`src/rtl/alu_pkg.sv`:
```
// Shared ALU definitions: op codes, one-hot strobe bit positions and sequencer states.
package alu_pkg;

  localparam int SEL_W = 14;

  localparam logic [4:0] OP_ADD  = 5'b00011;
  localparam logic [4:0] OP_SUB  = 5'b00100;
  localparam logic [4:0] OP_SHR  = 5'b00101;
  localparam logic [4:0] OP_SHRA = 5'b00110;
  localparam logic [4:0] OP_SHL  = 5'b00111;
  localparam logic [4:0] OP_ROR  = 5'b01000;
  localparam logic [4:0] OP_ROL  = 5'b01001;
  localparam logic [4:0] OP_AND  = 5'b01010;
  localparam logic [4:0] OP_OR   = 5'b01011;
  localparam logic [4:0] OP_MUL  = 5'b01111;
  localparam logic [4:0] OP_DIV  = 5'b10000;
  localparam logic [4:0] OP_NEG  = 5'b10001;
  localparam logic [4:0] OP_NOT  = 5'b10010;

  localparam int SEL_ADD   = 0;
  localparam int SEL_SUB   = 1;
  localparam int SEL_MUL   = 2;
  localparam int SEL_DIV   = 3;
  localparam int SEL_AND   = 4;
  localparam int SEL_OR    = 5;
  localparam int SEL_SHR   = 6;
  localparam int SEL_SHRA  = 7;
  localparam int SEL_SHL   = 8;
  localparam int SEL_ROR   = 9;
  localparam int SEL_ROL   = 10;
  localparam int SEL_NEG   = 11;
  localparam int SEL_NOT   = 12;
  localparam int SEL_INCPC = 13;

  typedef logic [SEL_W-1:0] sel_t;

  typedef enum logic [1:0] {
    ST_IDLE  = 2'd0,
    ST_DRIVE = 2'd1,
    ST_DONE  = 2'd2
  } state_t;

  function automatic logic is_muldiv(input sel_t s);
    return s[SEL_MUL] | s[SEL_DIV];
  endfunction

endpackage

```
`src/rtl/alu_op_decode.sv`:
```
// Combinational op-code to one-hot ALU strobe decode; inc_pc overrides the op code.
module alu_op_decode
  import alu_pkg::*;
(
  input  logic [4:0]       opcode,
  input  logic             inc_pc,
  output logic [SEL_W-1:0] sel,
  output logic             illegal
);

  always_comb begin
    sel     = '0;
    illegal = 1'b0;
    if (inc_pc) begin
      sel[SEL_INCPC] = 1'b1;
    end else begin
      case (opcode)
        OP_ADD:  sel[SEL_ADD]  = 1'b1;
        OP_SUB:  sel[SEL_SUB]  = 1'b1;
        OP_SHR:  sel[SEL_SHR]  = 1'b1;
        OP_SHRA: sel[SEL_SHRA] = 1'b1;
        OP_SHL:  sel[SEL_SHL]  = 1'b1;
        OP_ROR:  sel[SEL_ROR]  = 1'b1;
        OP_ROL:  sel[SEL_ROL]  = 1'b1;
        OP_AND:  sel[SEL_AND]  = 1'b1;
        OP_OR:   sel[SEL_OR]   = 1'b1;
        OP_MUL:  sel[SEL_MUL]  = 1'b1;
        OP_DIV:  sel[SEL_DIV]  = 1'b1;
        OP_NEG:  sel[SEL_NEG]  = 1'b1;
        OP_NOT:  sel[SEL_NOT]  = 1'b1;
        default: illegal       = 1'b1;
      endcase
    end
  end

endmodule

```
`src/rtl/alu_sequencer.sv`:
```
// Control sequencer: holds one ALU strobe for K cycles, then captures the ALU result words.
module alu_sequencer
  import alu_pkg::*;
#(
  parameter int SETTLE_CYCLES = 1,
  parameter int MULDIV_CYCLES = 4
) (
  input  logic             clock,
  input  logic             clear,
  input  logic             start,
  input  logic [4:0]       opcode,
  input  logic             inc_pc,
  input  logic [31:0]      Chigh,
  input  logic [31:0]      Clow,
  output logic [SEL_W-1:0] alu_sel,
  output logic [31:0]      Zhigh,
  output logic [31:0]      Zlow,
  output logic             busy,
  output logic             done,
  output logic             err
);

  localparam logic [3:0] SETTLE_LD = 4'(SETTLE_CYCLES - 1);
  localparam logic [3:0] MULDIV_LD = 4'(MULDIV_CYCLES - 1);

  state_t     state;
  logic [3:0] cnt;
  sel_t       dec_sel;
  logic       dec_illegal;

  alu_op_decode u_dec (
    .opcode  (opcode),
    .inc_pc  (inc_pc),
    .sel     (dec_sel),
    .illegal (dec_illegal)
  );

  assign busy = (state != ST_IDLE);
  assign done = (state == ST_DONE);

  always_ff @(posedge clock or negedge clear) begin
    if (!clear) begin
      state   <= ST_IDLE;
      cnt     <= '0;
      alu_sel <= '0;
      Zhigh   <= '0;
      Zlow    <= '0;
      err     <= 1'b0;
    end else begin
      case (state)
        ST_IDLE: begin
          if (start) begin
            if (dec_illegal) begin
              err   <= 1'b1;
              state <= ST_DONE;
            end else begin
              err     <= 1'b0;
              alu_sel <= dec_sel;
              cnt     <= is_muldiv(dec_sel) ? MULDIV_LD : SETTLE_LD;
              state   <= ST_DRIVE;
            end
          end
        end
        ST_DRIVE: begin
          if (cnt == 4'd0) begin
            // Only MUL/DIV produce a meaningful high word.
            Zlow    <= Clow;
            Zhigh   <= is_muldiv(alu_sel) ? Chigh : 32'd0;
            alu_sel <= '0;
            state   <= ST_DONE;
          end else begin
            cnt <= cnt - 4'd1;
          end
        end
        default: begin
          alu_sel <= '0;
          state   <= ST_IDLE;
        end
      endcase
    end
  end

endmodule

```
`config.mk`:
```
export PLATFORM = sky130hd
export DESIGN_NAME = alu_sequencer
export DESIGN_NICKNAME = d
export VERILOG_FILES = /design/src/rtl/alu_pkg.sv /design/src/rtl/alu_op_decode.sv /design/src/rtl/alu_sequencer.sv
export SDC_FILE = /design/constraint.sdc
export NUM_CORES = 1
export LEC_CHECK = 0
export ABC_AREA = 1
export CAP_MARGIN = 5
export CORE_ASPECT_RATIO = 1.5
export CORE_MARGIN = 2
export CORE_UTILIZATION = 39
export CTS_CLUSTER_DIAMETER = 80
export DETAILED_ROUTE_END_ITERATION = 16
export GPL_TIMING_DRIVEN = 0
export PLACE_DENSITY = 0.77
export SYNTH_ARGS = -nofsm -noshare
export SYNTH_HDL_FRONTEND = slang
export SYNTH_SLANG_ARGS = --single-unit
```
`constraint.sdc`:
```
create_clock -name clock -period 1.45 [get_ports clock]
set_input_delay 0.2175 -clock clock [delete_from_list [all_inputs] [get_ports clock]]
set_output_delay 0.2175 -clock clock [all_outputs]
set_load 0.02 [all_outputs]
```
==> results of run 1 <==
==> stage by stage <==
step / hold slack (ps) / setup slack (ps) / std cells / util (%)
after global routing: 298.4 / -182.5 / 758 / 66.94
after global placement: 452.3 / -2845 / 711 / 58.41
after CTS: 280.1 / -147.5 / 755 / 65.67
after detailed placement: 97.42 / -502.1 / 712 / 58.68
final: 289.6 / -118.4 / 758 / 66.94
after floorplan: -78.09 / -8.753 / 446 / -
==> cells by family after synthesis <==
| logic type | Yosys count | share of synthesized area, % |
|---|---|---|
| xor gates and xnor gates | 1 | 0.2356 |
| AOI/OAI and AO/OA | 2 | 0.2689 |
| and+or+nand+nor | 318 | 36.84 |
| DFF | 85 | 57.20 |
| buffers and inverters | 38 | 4.778 |
| adders and majority gates | 2 | 0.6728 |
==> cell usage after synthesis, drive strengths merged <==
master | count | area [um^2]
buf | 16 | 95.09
nand2 | 219 | 857.1
o21ai | 1 | 5.000
a21oi | 1 | 5.000
and3 | 1 | 6.260
or2 | 3 | 18.77
xnor2 | 1 | 8.760
nor2 | 30 | 135.1
nand4 | 4 | 40.04
nor3 | 4 | 20.02
nor4 | 2 | 12.51
ha | 2 | 25.02
nand3 | 55 | 280.3
inv | 17 | 63.81
dfrtp | 85 | 2127
clkbuf | 5 | 18.77
==> state kept, by name, indices dropped and copies added, names as in the netlist <==
register / cells
Zhigh: 32
alu_sel: 14
Zlow: 32
state: 2
err: 1
cnt: 4
==> report_power, final <==
| part | switching (mW) | internal [mW] |
|---|---|---|
| sequential | 0.412 | 3.05 |
| clock | 0.887 | 1.51 |
| combinational | 3.49 | 2.92 |
| total | 4.79 | 7.48 |
==> cell type report <==
cell class | count | share of cell area, %
Sequential cell | 85 | 34.36
Timing Repair Buffer | 184 | 28.76
Tap cell | 112 | 2.262
Clock inverter | 4 | 1.171
Multi-Input combinational cell | 323 | 24.96
Buffer | 21 | 3.636
Clock buffer | 12 | 3.817
Inverter | 17 | 1.030
==> how the worst min path moves through the flow <==
stage	startpoint	endpoint	slack, ps	cells after the start
detailed placement	clear	Zlow[30]$_DFFE_PN0P_	100	1
global route	clear	Zlow[30]$_DFFE_PN0P_	300	2
CTS	clear	Zlow[30]$_DFFE_PN0P_	280	2
finish	clear	Zlow[30]$_DFFE_PN0P_	290	2
global placement	Zlow[22]$_DFFE_PN0P_	Zlow[22]$_DFFE_PN0P_	450	2
floorplan	clear	Zhigh[0]$_DFFE_PN0P_	-80	0
==> critical path: cells and delay by family (launching register included) <==
| family | cells | cell delay [ps] |
|---|---|---|
| simple gates | 6 | 520 |
| buf+inv | 4 | 460 |
| flops | 1 | 400 |
| fa+ha+maj | 1 | 140 |
==> metal layers <==
layer | wire length (um) | track usage (%)
met1 | 4366 | 24.45
met2 | 6226 | 41.35
met3 | 563 | 4.241
met4 | 248 | 8.165
met5 | 0 | 0
==> timing repair <==
| action | 4_1_cts | 5_1_grt |
|---|---|---|
| gates cloned | 8 | 2 |
| pin swaps | 14 | 13 |
| setup endpoints to repair | 166 | 86 |
| hold buffers | 1 | 0 |
| setup buffers | 18 | 3 |
| resized for setup | 167 | 23 |
| endpoints found under the hold margin | 15 | 0 |
==> metrics.cfg, run 1 <==
[drt]
detail-route-antenna-nets = 0
wl_per_cell_um = 15.05
first_pass_iters = 4
avgViaCountPerCell = 4.873
first_iter_violations = 142
drcViolationCount = 0
wl_um = 11410
via_count = 3694

[yosys]
synth_cells = 446
syn_area_per_cell_um2 = 8.338
synth_fp_nets = 521
seq_area_frac_synth_pct = 57.20
synth_cell_types = 25
ys_ff_latch = 85
ys_warn_count = 0
syn_area_um2 = 3719

[finish]
layout-drive-gt1-share_pct = 18.58
num-nets-final = 716
mostFrequentLayoutCell = nand2_1
seq_area_um2 = 2128
fillCellCount = 786
multiInputGateArea_um2 = 1546
layout_common_cells = 187 x nand2_1, 84 x dfrtp_1, 83 x dlygate4sd2_1
fin_area_um2 = 6195
n_antenna_cell = 0
syn_to_final_growth_pct = 66.59

[timing]
period_minus_slack_ps = 1568
worstMarginPinSlew_ps = 473.0
min_period_over_period_pct = 108.2
worst_slack_ps = -118.4
fmax_ghz = 0.6376
max-slew-margin-rel_pct = 68.47
rsz0062_at_grt = yes
setup_viol = 80
finalMaxSlewViolations = 0
finalHoldViolations = 0
finalClockSkew_ps = 5.115
fin_setup_tns_ps = -4282

[status]
status = finished, violations left
violations = setup timing

[cts]
ctsRootBufferMaster = clkbuf_16
cts.htree.levels = 3
clkTransAtPathRegs_ps = 60
clockBufferDepth = 2
clkSinkCount = 85
cts_buffers = 9
insertion_delay_ps = 330
cts_tree = built

[min_path]
hp-class = in2async

[floorplan]
initial_core_util_pct = 40.18
io_pins = 154
core-area_um2 = 9254
die_area_um2 = 10350
die_h_um = 123.6
die_w_um = 83.73
std_cell_rows = 43

[worst_setup_path]
rrSetupSlack_ps = -120
endpoint_kind = flip-flop
reg2reg_from = cnt[0]$_DFFE_PN0P_
rr_worst_depth = 11
crit_path_top_delay_cell = dfrtp_1
criticalPathCategory = reg2reg
startpoint_type = flip-flop
cp_max_fo = 4
crit_path_end = alu_sel[3]$_DFFE_PN0P_
crit_top_cell = nor2_4
critPathRequiredTime_ps = 1730
crit_start = cnt[0]$_DFFE_PN0P_
arrival_ps = 1840
path_cells = inv_2 -> ha_4 -> nand2_4 -> nor2_4 -> buf_4 -> nor2_4 -> nor2_4 -> buf_6 -> buf_6 -> nand4_1 -> nand2_1
cpPeakStageDelay_ps = 400
reg2reg_to = alu_sel[3]$_DFFE_PN0P_

[global_routing]
antenna_found_initial = 0
grt_start_max_net_pins = 71
grt_pass1_vias = 3692
gr-total-overflow = 0
grt_pass1_wl_um = 17940
track_usage_pct = 21.92

[place]
port_buffers = 153
postPlaceCellArea_um2 = 5430
place_congestion = 0.9143
dp_hpwl_um = 7721

[pwr]
ir_worst_vdd_mv = 1.401
cellPowerDensity_nw_per_um2 = 1981
p_total_mw = 12.27
leakagePower_nw = 3.420

[run]
cap_violations = 0

Note: power is estimated with default switching activity, not from simulation.
==> run 2: changes to the inputs <==
CORE_ASPECT_RATIO = not set   (was 1.5)
SETUP_SLACK_MARGIN = 0.05   (was not set)
==> metrics.cfg, run 2 (synthesis gave the netlist of run 1 again) <==
[pwr]
p_int_mw = 7.148  ; -4.5%
combPwrFrac_pct = 55.4  ; +3.2 points
p_clk_share_pct = 15.8  ; -3.7 points
cellPowerDensity_nw_per_um2 = 1918  ; -3.2%
leakagePower_nw = 3.412  ; -0.25%
sequentialPowerShare_pct = 28.8  ; +0.6 points
swShare_pct = 41.12  ; +2.1 points
ir_worst_vdd_mv = 0.9268  ; -34%
p_sw_mw = 4.991  ; +4.3%

[global_routing]
track_usage_pct = 21.72  ; -0.21 points
grt_pass1_wl_um = 17620  ; -1.8%
gr-total-overflow = 0  ; unchanged
antenna_found_initial = 0  ; unchanged
grt_start_max_net_pins = 46  ; -35%
grt_pass1_vias = 3808  ; +3.1%

[finish]
n_antenna_cell = 0  ; unchanged
layout-drive-gt1-share_pct = 25.35  ; +6.8 points
layout_common_cells = 158 x nand2_1, 85 x dfrtp_1, 83 x dlygate4sd2_1
syn_to_final_growth_pct = 70.19
mostFrequentLayoutCell = nand2_1
reg.largest.list = Zhigh (32), Zlow (32), alu_sel (14)
instances_no_fill = 768  ; +1.3%
num-nets-final = 709  ; -0.98%

[worst_setup_path]
reg2reg_from = alu_sel[2]$_DFFE_PN0P_
cpPeakStageDelay_ps = 580  ; +180 ps
crit_start = alu_sel[2]$_DFFE_PN0P_
crit_cells = 5  ; -6
criticalPathCategory = reg2reg
endpoint_kind = flip-flop
startpoint_type = flip-flop
rr_worst_depth = 5  ; -6
path_cells = or2_2 -> clkbuf_1 -> clkbuf_1 -> nand3_1 -> nand2_1
crit_top_cell = clkbuf_1
critPathRequiredTime_ps = 1730  ; about the same
cpLargestDelayFamily = buffers and inverters
cp_max_fo = 10  ; +6
arrival_ps = 1970  ; +130 ps
crit_path_top_delay_cell = clkbuf_1
cp_num_buf_inv = 2  ; -2

[status]
status = finished, violations left
violations = setup timing

[drt]
detail-route-antenna-nets = 0  ; unchanged
drcViolationCount = 0  ; unchanged
avgViaCountPerCell = 4.777  ; -2.0%
wl_per_cell_um = 15.42  ; +2.5%
first_pass_iters = 4  ; unchanged
wl_um = 11840  ; +3.8%
via_count = 3669  ; -0.68%
first_iter_violations = 147  ; +3.5%

[timing]
min_period_over_period_pct = 116.4  ; +8.2 points
worstMarginPinSlew_ps = 713.2  ; +240.2 ps
period_minus_slack_ps = 1688  ; +119.2 ps
worst_slack_ps = -237.6  ; -119.2 ps
max-slew-margin-rel_pct = 52.46  ; -16 points
finalClockSkew_ps = 20.47  ; +15.36 ps
finalMaxSlewViolations = 0  ; unchanged
fmax_ghz = 0.5926  ; -7.1%
finalHoldViolations = 0  ; unchanged
rsz0062_at_grt = yes
setup_viol = 81  ; +1.3%

[place]
port_buffers = 153  ; unchanged
place_inst = 729  ; +2.4%
dp_worst_setup_slack_ps = -503.4  ; -1.265 ps
dp_hpwl_um = 7643  ; -1.0%
place_congestion = 0.9036  ; -1.2%

[floorplan]
io_pins = 154  ; unchanged
initial_core_util_pct = 40.24  ; +0.060 points
core-area_um2 = 9240  ; -0.15%
die_area_um2 = 10330  ; -0.15%
std_cell_rows = 35  ; -19%
die_w_um = 101.6  ; +21%
die_h_um = 101.6  ; -18%

[cts]
clockBufferDepth = 2  ; unchanged
clkSinkCount = 85  ; unchanged
insertion_delay_ps = 360  ; +30 ps
cts_tree = built
cts.htree.levels = 3  ; unchanged
cts_buffers = 9  ; unchanged
ctsRootBufferMaster = clkbuf_8
clkTransAtPathRegs_ps = 90  ; +30 ps

[min_path]
hp-start = opcode[1]
hp-class = in2reg
min_path_cells = 4

[run]
cap_violations = 0  ; unchanged

-- run 2: layout make-up --
type,instances,area [um^2]
inverters,17,66.31
plain buffers,20,255.2
clock buffers,10,137.6
repair buffers,178,1764
clock inverters,6,92.59
fillers,728,2912
multi-input cells,323,1724
flip-flops and latches,85,2127
well taps,129,161.4
-- run 2: metal layers --
layer | routed length, um | track usage (%) | part of all wire, %
met1 | 4796 | 25.75 | 41
met2 | 5988 | 37.20 | 51
met3 | 656 | 4.486 | 5.5
met4 | 400 | 11.12 | 3.4
met5 | 0 | 0 | 0
-- run 2: stage by stage --
step | util (%) | cell area, um^2 | TNS (ps) | hold slack, ps | total power [mW]
after CTS | 65.29 | 6033 | -7954 | 375.1 | 11.29
after global placement | 59.16 | 5466 | -256850 | 453.0 | 8.371
final | 68.49 | 6329 | -6975 | 388.7 | 12.14
after floorplan | - | 3774 | -82.88 | -78.09 | 6.399
after global routing | 68.49 | 6329 | -13960 | 396.0 | 12.87
after detailed placement | 59.35 | 5484 | -19050 | 251.5 | 8.531
-- run 2: power by group through the flow --
| stage | registers (mW) | clock network, mW | logic, mW |
|---|---|---|---|
| after detailed placement | 3.47 | 0 | 5.06 |
| after global routing | 3.57 | 2.05 | 7.25 |
| final | 3.50 | 1.92 | 6.72 |
| after floorplan | 4.17 | 0 | 2.23 |
| after global placement | 3.45 | 0 | 4.93 |
| after CTS | 3.42 | 1.95 | 5.92 |
-- run 2: worst min-delay path, cell delays in order --
cell and delay, ps:
dlygate4sd2_1 280, nor3_1 80, nand3_1 80, nand2_1 50
-- run 2: repair_timing --
action | in CTS | in global routing
pin swaps | 22 | 35
setup endpoints to repair | 166 | 85
hold buffers | 1 | 0
resized for setup | 163 | 68
setup buffers | 13 | 0
hold endpoints to repair | 44 | 0
gates cloned | 7 | 3
-- run 2: worst paths after layout --
kind | endpoint | slack [ps]
worst max-delay path | Zhigh[23]$_DFFE_PN0P_ | -240
worst min-delay path | alu_sel[9]$_DFFE_PN0P_ | 390
worst max register to register | Zhigh[23]$_DFFE_PN0P_ | -240
worst min register to register | Zlow[17]$_DFFE_PN0P_ | 470
max in group asynchronous | Zlow[17]$_DFFE_PN0P_ | 400
min in group asynchronous | Zlow[26]$_DFFE_PN0P_ | 400
==> run 3: changes to the inputs <==
CORE_UTILIZATION = 46   (was 39)
PLACE_DENSITY = 0.85   (was 0.77)
clock period = 2.1 ns   (was 1.45 ns; I/O delays follow)
==> metrics.cfg, run 3 (synthesis gave the netlist of run 1 again) <==
[worst_setup_path]
cp_max_fo = 6  ; -4
arrival_ps = 1630  ; -340 ps
criticalPathCategory = reg2out
endpoint_kind = output pin
startpoint_type = flip-flop
critPathRequiredTime_ps = 1780  ; +50 ps

[pwr]
cellPowerDensity_nw_per_um2 = 1223  ; -36%
combPwrFrac_pct = 49.3  ; -6.1 points
p_sw_mw = 2.794  ; -44%
p_int_mw = 4.061  ; -43%
swShare_pct = 40.76  ; -0.36 points
sequentialPowerShare_pct = 34.7  ; +5.9 points
p_total_mw = 6.855  ; -44%
p_clk_share_pct = 16.0  ; +0.2 points
leakagePower_nw = 2.818  ; -17%
ir_worst_vdd_mv = 0.9585  ; +3.4%

[floorplan]
io_pins = 154  ; unchanged
std_cell_rows = 32  ; -8.6%
die_h_um = 93.91  ; -7.6%
core-area_um2 = 7767  ; -16%
initial_core_util_pct = 47.87  ; +7.6 points
die_w_um = 93.91  ; -7.6%
die_area_um2 = 8819  ; -15%

[min_path]
hp-class = in2async

[timing]
finalHoldViolations = 0  ; unchanged
rsz0062_at_grt = no
min_period_over_period_pct = 92.44
worstMarginPinSlew_ps = 474.0  ; -239.2 ps
max-slew-margin-rel_pct = 68.40  ; +16 points
setup_viol = 0  ; -100%
fmax_ghz = 0.5151
period_minus_slack_ps = 1941
finalClockSkew_ps = 6.196  ; -14.28 ps
finalMaxSlewViolations = 0  ; unchanged

[finish]
instances_no_fill = 718  ; -6.5%
mostFrequentLayoutCell = nand2_1
layout_common_cells = 207 x nand2_1, 152 x clkdlybuf4s50_1, 85 x dfrtp_1
layout-drive-gt1-share_pct = 8.929  ; -16 points
num-nets-final = 687  ; -3.1%
syn_to_final_growth_pct = 50.77
n_antenna_cell = 0  ; unchanged
fin_area_um2 = 5607  ; -11%
reg.largest.list = Zhigh (32), Zlow (32), alu_sel (14)
fin_util_pct = 72.18  ; +3.7 points

[run]
cap_violations = 0  ; unchanged

[drt]
via_count = 3566  ; -2.8%
first_pass_iters = 5  ; +1
wl_per_cell_um = 14.36  ; -6.8%
wl_um = 10310  ; -13%
drcViolationCount = 0  ; unchanged
avgViaCountPerCell = 4.967  ; +4.0%
detail-route-antenna-nets = 0  ; unchanged
first_iter_violations = 179  ; +22%

[global_routing]
grt_start_max_net_pins = 61  ; +33%
gr-total-overflow = 0  ; unchanged
track_usage_pct = 24.39  ; +2.7 points
antenna_found_initial = 0  ; unchanged
grt_pass1_wl_um = 16840  ; -4.5%
grt_pass1_vias = 3545  ; -6.9%

[cts]
cts_tree = built
ctsRootBufferMaster = clkbuf_8
clockBufferDepth = 2  ; unchanged
clkSinkCount = 85  ; unchanged
cts_setup_buffers = 0  ; -13
insertion_delay_ps = 340  ; -20 ps
clkTransAtPathRegs_ps = 80  ; about the same
cts_buffers = 9  ; unchanged
cts.htree.levels = 3  ; unchanged

[place]
place_congestion = 0.8973  ; -0.70%
postPlaceCellArea_um2 = 5403  ; -1.5%
place_inst = 702  ; -3.7%
port_buffers = 153  ; unchanged
dp_hpwl_um = 7882  ; +3.1%

[status]
status = completed

run 3: cell count changes in the layout (fill, tap and decap cells not counted), sizes merged:
cell and delta:
clkdlybuf4s50 +86, dlygate4sd2 -83, buf -25, clkbuf +2, inv -2, bufinv -1
clkdlybuf4s15 -1, clkinv +1
run 3: worst paths after layout:
kind / end / startpoint / slack, ps / cells past startpoint
min in group clock: Zlow[2]$_DFFE_PN0P_ / Zlow[2]$_DFFE_PN0P_ / 470 / 2
min reg2reg: Zlow[2]$_DFFE_PN0P_ / Zlow[2]$_DFFE_PN0P_ / 470 / 2
max: busy / state[0]$_DFFE_PN0P_ / 160 / 3
min: alu_sel[9]$_DFFE_PN0P_ / clear / 420 / 2
max reg2reg: Zhigh[24]$_DFFE_PN0P_ / cnt[0]$_DFFE_PN0P_ / 280 / 11
max in group asynchronous: alu_sel[1]$_DFFE_PN0P_ / clear / 1060 / 3
run 3: layout make-up:
type | instances | area [um^2]
fill | 637 | 2161
buffer | 21 | 123.9
clock inverter | 4 | 50.05
timing repair buffer | 155 | 1567
tap | 102 | 127.6
sequential | 85 | 2127
multi-input combinational | 323 | 1416
inverter | 17 | 63.81
clock buffer | 11 | 131.4
run 3: critical path, stage by stage (launching register included):
cell	delay, ps
dfrtp_1	430
nor2_4	210
inv_1	100
clkdlybuf4s50_1	550
run 3: per-stage QoR:
stage	setup TNS [ps]	setup WS [ps]	hold slack [ps]
floorplan	0	613.7	19.41
global placement	-196170	-2313	454.6
detailed placement	0	45.92	258.3
CTS	0	149.2	424.9
global route	0	80.21	450.8
finish	0	158.7	424.2
run 3: power groups by stage:
stage	registers (mW)	logic [mW]	clock network [mW]
final	2.38	3.38	1.10
after global routing	2.43	3.73	1.20
after CTS	2.38	3.38	1.12
after detailed placement	2.40	3.37	0
after global placement	2.39	3.24	0
after floorplan	2.87	1.41	0
run 3: repair_timing:
| action | CTS | global route |
|---|---|---|
| endpoints found under the hold margin | 25 | 0 |
| resized for setup | 0 | 5 |
| hold buffers | 1 | 0 |
| endpoints found under the setup margin | 0 | 56 |
run 3: metal layers:
metal / wire length, um / up-vias / global-route usage (%)
li1: - / 1722 / -
met1: 4173 / 1680 / 31.10
met2: 5123 / 144 / 40.89
met3: 797 / 20 / 6.581
met4: 219 / 0 / 7.005
met5: 0 / - / 0
